--- src/rtl/avalon_tester_pkg.sv ---
// Shared types and helpers for the Avalon-MM burst self-test master.
package avalon_tester_pkg;

   localparam int unsigned DEF_BURSTCOUNT_W = 6;
   localparam int unsigned DEF_ERR_W        = 16;
   localparam logic [31:0] DEF_SEED         = 32'hA5A5_0000;
   localparam int unsigned ADDR_W           = 32;
   localparam int unsigned DATA_W           = 32;
   localparam int unsigned NB_BURSTS_W      = 16;

   typedef enum logic [2:0] {
      S_IDLE,
      S_WR_BURST,
      S_RD_CMD,
      S_RD_DATA,
      S_DONE
   } state_e;

   // Largest legal burst for a given burstcount width.
   function automatic int unsigned max_burst_size(input int unsigned bc_w);
      return 32'd1 << (bc_w - 32'd1);
   endfunction

   function automatic logic [DATA_W-1:0] pattern(input logic [DATA_W-1:0] seed,
                                                 input logic [DATA_W-1:0] idx);
      return seed + idx;
   endfunction

endpackage

--- src/rtl/avalon_burst_tester_addr_gen.sv ---
// Burst index / beat counter and burst base address, shared by write and read phases.
module burst_addr_gen
   import avalon_tester_pkg::*;
#(
   parameter int unsigned AV_BURSTCOUNT_W = DEF_BURSTCOUNT_W
)(
   input  logic                       i_clk,
   input  logic                       i_reset,
   input  logic                       i_clear,
   input  logic [ADDR_W-1:0]          i_base,
   input  logic                       i_beat_adv,
   input  logic [AV_BURSTCOUNT_W-1:0] i_burst_len,
   input  logic [NB_BURSTS_W-1:0]     i_nb_bursts,
   output logic [ADDR_W-1:0]          o_address,
   output logic                       o_last_beat_c,
   output logic                       o_last_burst_c
);

   logic [AV_BURSTCOUNT_W-1:0] r_beat;
   logic [NB_BURSTS_W-1:0]     r_burst;

   assign o_last_beat_c  = (r_beat == i_burst_len - AV_BURSTCOUNT_W'(1));
   assign o_last_burst_c = (r_burst == i_nb_bursts - NB_BURSTS_W'(1));

   // Address steps by one burst footprint, so it stays constant across a burst's beats.
   always_ff @(posedge i_clk) begin
      if (i_reset) begin
         r_beat    <= '0;
         r_burst   <= '0;
         o_address <= '0;
      end else if (i_clear) begin
         r_beat    <= '0;
         r_burst   <= '0;
         o_address <= i_base;
      end else if (i_beat_adv) begin
         if (o_last_beat_c) begin
            r_beat    <= '0;
            r_burst   <= r_burst + NB_BURSTS_W'(1);
            o_address <= o_address + (ADDR_W'(i_burst_len) << 2);
         end else begin
            r_beat <= r_beat + AV_BURSTCOUNT_W'(1);
         end
      end
   end

endmodule

--- src/rtl/avalon_burst_tester.sv ---
// Avalon-MM burst master: writes a seeded pattern over a region, reads it back, counts mismatches.
module avalon_burst_tester
   import avalon_tester_pkg::*;
#(
   parameter int unsigned       AV_BURSTCOUNT_W = DEF_BURSTCOUNT_W,
   parameter int unsigned       ERR_W           = DEF_ERR_W,
   parameter logic [DATA_W-1:0] SEED            = DEF_SEED
)(
   input  logic                       i_clk,
   input  logic                       i_reset,
   input  logic                       i_start,
   input  logic [ADDR_W-1:0]          i_base_addr,
   input  logic [AV_BURSTCOUNT_W-1:0] i_burst_len,
   input  logic [NB_BURSTS_W-1:0]     i_nb_bursts,
   output logic                       o_busy,
   output logic                       o_done,
   output logic                       o_bad_cfg,
   output logic [ERR_W-1:0]           o_error_count,
   output logic [ADDR_W-1:0]          o_address,
   output logic [AV_BURSTCOUNT_W-1:0] o_burstcount,
   output logic [3:0]                 o_byteenable,
   output logic                       o_read,
   output logic                       o_write,
   output logic [DATA_W-1:0]          o_writedata,
   input  logic [DATA_W-1:0]          i_readdata,
   input  logic                       i_readdatavalid,
   input  logic                       i_waitrequest
);

   localparam int unsigned MAX_BURST_SIZE = max_burst_size(AV_BURSTCOUNT_W);

   state_e                 r_state, w_state_nxt;
   logic [ADDR_W-1:0]      r_base;
   logic [NB_BURSTS_W-1:0] r_nb;
   logic [DATA_W-1:0]      r_idx;

   logic                   w_cfg_bad, w_start_ok, w_start_bad;
   logic                   w_wr_acc, w_rd_acc, w_rd_beat, w_wr_end;
   logic                   w_last_beat, w_last_burst;
   logic [ADDR_W-1:0]      w_base_in;
   logic                   w_write_nxt, w_read_nxt, w_done_nxt;
   logic [DATA_W-1:0]      w_idx_nxt, w_wdata_nxt;
   logic [ERR_W-1:0]       w_err_nxt;

   assign w_cfg_bad   = (i_burst_len == '0) || (i_nb_bursts == '0) ||
                        (i_burst_len > AV_BURSTCOUNT_W'(MAX_BURST_SIZE));
   assign w_start_ok  = (r_state == S_IDLE) && i_start && !w_cfg_bad;
   assign w_start_bad = (r_state == S_IDLE) && i_start && w_cfg_bad;
   assign w_wr_acc    = (r_state == S_WR_BURST) && o_write && !i_waitrequest;
   assign w_rd_acc    = (r_state == S_RD_CMD) && o_read && !i_waitrequest;
   assign w_rd_beat   = (r_state == S_RD_DATA) && i_readdatavalid;
   assign w_wr_end    = w_wr_acc && w_last_beat && w_last_burst;
   assign w_base_in   = w_start_ok ? (i_base_addr & ~ADDR_W'(3)) : r_base;

   burst_addr_gen #(
      .AV_BURSTCOUNT_W (AV_BURSTCOUNT_W)
   ) u_addr_gen (
      .i_clk          (i_clk),
      .i_reset        (i_reset),
      .i_clear        (w_start_ok || w_wr_end),
      .i_base         (w_base_in),
      .i_beat_adv     (w_wr_acc || w_rd_beat),
      .i_burst_len    (o_burstcount),
      .i_nb_bursts    (r_nb),
      .o_address      (o_address),
      .o_last_beat_c  (w_last_beat),
      .o_last_burst_c (w_last_burst)
   );

   always_ff @(posedge i_clk) begin
      if (i_reset) r_state <= S_IDLE;
      else         r_state <= w_state_nxt;
   end

   always_comb begin
      w_state_nxt = r_state;
      case (r_state)
         S_IDLE:     if (w_start_bad) w_state_nxt = S_DONE;
                     else if (w_start_ok) w_state_nxt = S_WR_BURST;
         S_WR_BURST: if (w_wr_end) w_state_nxt = S_RD_CMD;
         S_RD_CMD:   if (w_rd_acc) w_state_nxt = S_RD_DATA;
         S_RD_DATA:  if (w_rd_beat && w_last_beat)
                        w_state_nxt = w_last_burst ? S_DONE : S_RD_CMD;
         S_DONE:     w_state_nxt = S_IDLE;
         default:    w_state_nxt = S_IDLE;
      endcase
   end

   // Next values of the registered outputs; strobes lag state entry by one cycle.
   always_comb begin
      w_write_nxt = (r_state == S_WR_BURST) && !w_wr_end;
      w_read_nxt  = (r_state == S_RD_CMD) && !w_rd_acc;
      w_done_nxt  = (r_state == S_DONE);
      w_idx_nxt   = r_idx;
      w_err_nxt   = o_error_count;
      if (w_start_ok || w_wr_end)
         w_idx_nxt = '0;
      else if (w_wr_acc || w_rd_beat)
         w_idx_nxt = r_idx + DATA_W'(1);
      if (w_start_ok)
         w_err_nxt = '0;
      else if (w_rd_beat && (i_readdata != pattern(SEED, r_idx)) && (o_error_count != '1))
         w_err_nxt = o_error_count + ERR_W'(1);
      w_wdata_nxt = (r_state == S_WR_BURST) ? pattern(SEED, w_idx_nxt) : o_writedata;
   end

   always_ff @(posedge i_clk) begin
      if (i_reset) begin
         o_write       <= 1'b0;
         o_read        <= 1'b0;
         o_done        <= 1'b0;
         o_busy        <= 1'b0;
         o_bad_cfg     <= 1'b0;
         o_writedata   <= '0;
         o_error_count <= '0;
         o_burstcount  <= '0;
         o_byteenable  <= '0;
         r_idx         <= '0;
         r_base        <= '0;
         r_nb          <= '0;
      end else begin
         o_write       <= w_write_nxt;
         o_read        <= w_read_nxt;
         o_done        <= w_done_nxt;
         o_writedata   <= w_wdata_nxt;
         o_error_count <= w_err_nxt;
         r_idx         <= w_idx_nxt;
         if (w_start_ok) begin
            r_base       <= w_base_in;
            r_nb         <= i_nb_bursts;
            o_burstcount <= i_burst_len;
            o_byteenable <= 4'hF;
            o_bad_cfg    <= 1'b0;
            o_busy       <= 1'b1;
         end else begin
            if (w_start_bad) o_bad_cfg <= 1'b1;
            if (o_done)      o_busy    <= 1'b0;
         end
      end
   end

endmodule

--- config.mk ---
export PLATFORM = sky130hd
export DESIGN_NAME = avalon_burst_tester
export DESIGN_NICKNAME = d
export VERILOG_FILES = /design/src/rtl/avalon_tester_pkg.sv /design/src/rtl/avalon_burst_tester_addr_gen.sv /design/src/rtl/avalon_burst_tester.sv
export SDC_FILE = /design/constraint.sdc
export NUM_CORES = 1
export LEC_CHECK = 0
export ABC_AREA = 1
export CORE_MARGIN = 3
export CORE_UTILIZATION = 45
export DETAILED_ROUTE_END_ITERATION = 8
export HOLD_SLACK_MARGIN = 0.06
export PLACE_DENSITY = 0.69
export SETUP_SLACK_MARGIN = 0.05
export SLEW_MARGIN = 10
export SYNTH_ARGS = -nofsm -noshare
export SYNTH_HDL_FRONTEND = slang
export SYNTH_SLANG_ARGS = --single-unit
--- constraint.sdc ---
create_clock -name i_clk -period 4.5 [get_ports i_clk]
set_input_delay 0.45 -clock i_clk [delete_from_list [all_inputs] [get_ports i_clk]]
set_output_delay 0.45 -clock i_clk [all_outputs]
set_load 0.005 [all_outputs]
Word-level counts from Yosys, hierarchy flattened:

Cells that the tools add are included.

* register bits: 197
* bits in latches: 0
* RAM bits: 0
* memory bits (read-only): 0
* input port bits: 91
* output and inout bits: 95
* logic and storage cells: 88
* memories: 0

* add/subtract/negate cells: 9
* multipliers: 0
* div/mod/pow operators: 0
* order comparisons: 1
* equality and inequality tests: 12
* shift operators: 0
* muxes and demuxes: 16
* bitwise operators: 0
* reductions and logical operators: 34

Operators by type and width (count)
* $mux 32: 6
* $add 32x32->32 const A: 2
* $add 16x1->16 const B: 2
* $add 32x1->32 const B: 1
* $add 32x8->32: 1
* $ne 32x32->1: 1
* $mux 3: 6
* $eq 16x16->1: 1
* $logic_not 16->1: 1
* $ne 16x16->1 const B: 1
* $sub 16x1->16 const B: 1
* $logic_and 1x1->1: 15
* $pmux 3 s4: 1
* $add 6x1->6 const B: 1
* $eq 3x2->1 const B: 2
* $eq 6x6->1: 1
* $gt 6x6->1 const B: 1
* $logic_not 6->1: 1
* $mux 6: 1
* $reduce_bool 2->1: 3
* $sub 6x1->6 const B: 1
* $logic_not 1->1: 4
* $logic_or 1x1->1: 4
* $ne 2x2->1 const B: 2
* 9 further kinds: 12

Longest topological paths before layout:

* depth in word-level cells: 8
* depth in mapped cells: 29
* depth with buffers taken out: 27

By module:

Synthesis repeated with hierarchy kept, for this count alone.

* cell total of the unflattened synthesis: 1989
* area total of the unflattened synthesis: 12719.7 µm²

By module, submodules not included
* avalon_burst_tester: times used 1, cells an instance 1254, area each 8384.3 µm², seq. area each 2862.7 µm²
* burst_addr_gen: times used 1, cells an instance 735, area each 4335.4 µm², seq. area each 1081.0 µm²

Least setup slack after synthesis:

OpenSTA, ideal clock, no wires.

* path kind: register -> register
* start: register o_burstcount[0]
* end: register o_writedata[30]
* setup time: 0.109 ns
* arrival: 2.881 ns
* data required time: 4.391 ns
* path slack: 1.510 ns
* cell stages (with the launch flop): 26
* buffers on the path: 2
* period minus slack after synthesis: 2.990 ns
* path through: dfxtp_1 > inv_1 > ha_1 > xor2_1 > nand3_1 > nor2_1 > nand3_1 > nor3_2 > nand3_2 > nand2_2 > inv_2 > buf_2 > buf_2 > nand2_1 > inv_1 > ha_1 > inv_1 > nand2_1 > nand2_1 > nand2_2 > nand2_1 > nand2_1 > nand2_1 > nand3_1 > nand2_1 > inv_1

* word-level cells in the longest chain between the ends: 7

RTL lines
* start: declaration: line avalon_burst_tester.sv:20 `output logic [AV_BURSTCOUNT_W-1:0] o_burstcount,`
* start signal: assignment: line avalon_burst_tester.sv:131 `o_burstcount <= i_burst_len;`
* $sub 6x1->6: line avalon_burst_tester_addr_gen.sv:22 `assign o_last_beat_c = (r_beat == i_burst_len - AV_BURSTCOUNT_W'(1));`
* $eq 6x6->1: line avalon_burst_tester_addr_gen.sv:22
* $logic_and 1x1->1 (2 in series): line avalon_burst_tester.sv:52 `assign w_wr_end = w_wr_acc && w_last_beat && w_last_burst;`
* $logic_or 1x1->1: line avalon_burst_tester.sv:96 `if (w_start_ok || w_wr_end)`
* $mux 32: line avalon_burst_tester.sv:96
* net w_idx_nxt[16]: line avalon_burst_tester.sv:42 `logic [DATA_W-1:0] w_idx_nxt, w_wdata_nxt;`
* $add 32x32->32: line avalon_tester_pkg.sv:26 `return seed + idx;`
* end signal: assignment: line avalon_burst_tester.sv:125 `o_writedata <= w_wdata_nxt;`
* end: declaration: line avalon_burst_tester.sv:24 `output logic [DATA_W-1:0] o_writedata,`

The timed path passes the listed nets, and every way through them passes these cells.
A chain may end at the register's enable or synchronous reset.

Worst setup path in the final report:

* start: register o_burstcount[0]
* end: register u_addr_gen.o_address[13]

* word-level cells in the longest chain between the ends: 7
* elaborated cells between the ends (all ways): 12
* those cells by class: 2 x add/sub; 1 x eq/ne; 3 x mux; 6 x reduce/logical

RTL lines
* branches (longest 7 deep; another with $add 32x8->32)
* end signal: assignment: line avalon_burst_tester_addr_gen.sv:34 `o_address <= i_base;`
* end signal: assignment: line avalon_burst_tester_addr_gen.sv:39 `o_address <= o_address + (ADDR_W'(i_burst_len) << 2);`
* end: declaration: line avalon_burst_tester_addr_gen.sv:14 `output logic [ADDR_W-1:0] o_address,`

Several ways; the timed one is not identified. The select of a mux whose other input is x is not followed.

==> run metrics <==
synth warn 0; number of global-route vias before repair roughly 11000; CTS clk-pin slew, worst paths 80 ps; total grt overflow 0; CTS tree built; fin area between 10000 and 15000 sq um; Iteration-0 DRC Markers 1009; CTS-repair resized insts 0; Setup TNS 0 ps; Syn Nets roughly 1800; Worst Path Required approximately 4800 ps; Final HPWL DP roughly 25000 microns; max-slew violations 0; TritonRoute pass-1 iters 5; layout cells sized above 1 0.05226; Total Power approximately 5.4 mW; Initial Utilization 0.4655; syn avg cell area between 6 and 7 sq um; asr flop ratio synth 0; Yosys cell types 58; total number of vias roughly 12000; Setup violations, final 0; crit start category flop; critical path class flop to flop; Clock Path Buffers 2; number of synthesized register bits a little under 200; later-pin clock latency in the skew report 440 ps; row count between 50 and 60; Synth area leaders dfxtp_1 34%, nand2_1 13%, nor2_1 6.3%; GPL Wtd Cong 0.9775; Post-CTS Setup Bufs 0; RSZ-0062 raised after global routing no; vias per inst 5.285; final wirelength 34000 microns; most numerous cell in the Yosys netlist nand2_1; status finished, final reports clean; Layout area overhead 22.96%; Worst slew margin 0.4103; total track usage 0.2416; Worst-Margin Slew approximately 880 ps; Final Hold Viols 0; combined area of all synthesized cells about 12000 sq um; Cell Area, Placed 13540 sq um; hold buffers post-CTS 0; fmax approximately 0.28 GHz; most area-hungry cell type in the Yosys netlist dfxtp_1; commonest cells in the netlist 391 x nand2_1, 197 x dfxtp_1, 192 x nor2_1, 184 x inv_1, 119 x nand3_1; static leakage roughly 5.8 nW; Placed Cells 2148; CP Capture Type flop; post-layout min period 3585 ps; antenna-violating nets left 0; post-synthesis instance total ~1700; Cell Pwr Density 378.5 nW/um^2; Reg2Reg Depth 19; critical path fanouts, max 33; flop-to-flop setup slack approximately 920 ps; drt drc 0; Seq/Total Area, Yosys 0.3423; Core ar. 24750 sq um; die span in y 166 microns; EDFF count, synth 0; Die W around 170 microns; layout net count 1949; I/O pin count approximately 190; hold crit path type flop to flop; Sink Count roughly 200; initial antenna violation count 0; fin crit share 0.7966; port bufs roughly 180; max_cap viols 0; largest net degree at the start of global routing 67; CP arrival about 3900 ps; global-route wire length before repair approximately 56000 microns; worst ir drop on vdd 0.2085 mV; post-DR wirelength/cell roughly 16 microns; # diodes 0; total CTS buffers 17; ys flop type dfxtp_1; share of Yosys cell area claimed by the top area cell type 0.3423; hold path cells 2; clock skew 15.43 ps; fin cells 2180; Clock Tree Root clkbuf_16; die area approximately 28000 sq um; H-tree levels 4
-- metrics by stage --
step                      setup slack, ps  utilization  hold slack [ps]
after global routing                539.2       0.5724            460.8
final                               915.3       0.5724            427.9
after floorplan                      1510            -            405.0
after CTS                           925.1       0.5724            431.5
after global placement              934.3       0.5470            414.3
after detailed placement            887.4       0.5470            419.9
-- registers in the layout, indices dropped and copies added (netlist names) --
name	count
r_base	32
o_error_count	16
o_bad_cfg	1
r_state	3
o_read	1
o_byteenable	1
r_nb	16
o_burstcount	6
o_done	1
o_busy	1
u_addr_gen.r_beat	6
u_addr_gen.o_address	32
o_writedata	32
u_addr_gen.r_burst	16
r_idx	32
o_write	1
-- cell type report --
class	instances	area, sq um
Multi-Input combinational cell	1237	6540
Sequential cell	197	3944
Clock inverter	15	201.4
Clock buffer	17	425.4
Tap cell	324	405.4
Timing Repair Buffer	195	1917
Fill cell	2390	10580
Inverter	195	732.0
-- cell families (layout without fill, tap and decap cells) --
kind of cell | Yosys count | count (layout) | share of synthesized area
adders and majority gates | 15 | 15 | 0.01694
muxes | 19 | 19 | 0.01651
and+or+nand+nor | 869 | 869 | 0.3356
xor gates and xnor gates | 108 | 108 | 0.08331
AOI/OAI and AO/OA | 226 | 226 | 0.1148
DFF | 197 | 197 | 0.3423
buffers and inverters | 261 | 422 | 0.09047
-- layout by cell type, fill, tap and decap left out, drive strengths merged, types with 7 or more instances in the layout --
cell type      Yosys  final
nor4              11     11
clkinv             4      8
nand2            402    402
a21oi             96     96
inv              191    200
o21a              10     10
buf               33     13
clkdlybuf4s50      0    182
xnor2             37     37
clkbuf            33     17
nand3b             7      7
xor2              70     70
dfxtp            197    197
nand4             60     60
ha                14     14
nor3              50     50
o211ai            11     11
nand3            124    124
nor2             202    202
mux2i             19     19
o21ai             73     73
-- critical path, stage by stage (launching register included) --
cell and delay (ps):
dfxtp_1 400, inv_1 120, ha_1 310, xor2_1 140, nand3_1 90, nor2_1 130
nand3_1 130, nor3_2 250, nand3_2 100, buf_4 230, nand2_2 100, buf_4 350
nor2_1 70, buf_4 210, inv_1 300, a21oi_1 80, o21ai_0 150, o211ai_1 140
nand2_1 90, inv_1 50
-- worst paths after layout --
path	from	to
worst max-delay path	o_burstcount[0]$_SDFFE_PP0P_	u_addr_gen.o_address[13]$_SDFFE_PP0P_
worst min-delay path	r_base[0]$_SDFFE_PP0P_	r_base[0]$_SDFFE_PP0P_
worst max register to register	o_burstcount[0]$_SDFFE_PP0P_	u_addr_gen.o_address[13]$_SDFFE_PP0P_
worst min register to register	r_base[0]$_SDFFE_PP0P_	r_base[0]$_SDFFE_PP0P_
-- power by group --
group / internal (mW) / switching (mW)
combinational: 0.697 / 0.946
sequential: 1.94 / 0.168
clock: 0.814 / 0.798
total: 3.45 / 1.91
-- layer usage --
| layer | global-route usage | wire length (microns) |
|---|---|---|
| met1 | 0.3474 | 16580 |
| met2 | 0.3849 | 14990 |
| met3 | 0.04570 | 2140 |
| met4 | 0.03978 | 287 |
| met5 | 0 | 0 |
(Power assumes the default switching activity.)
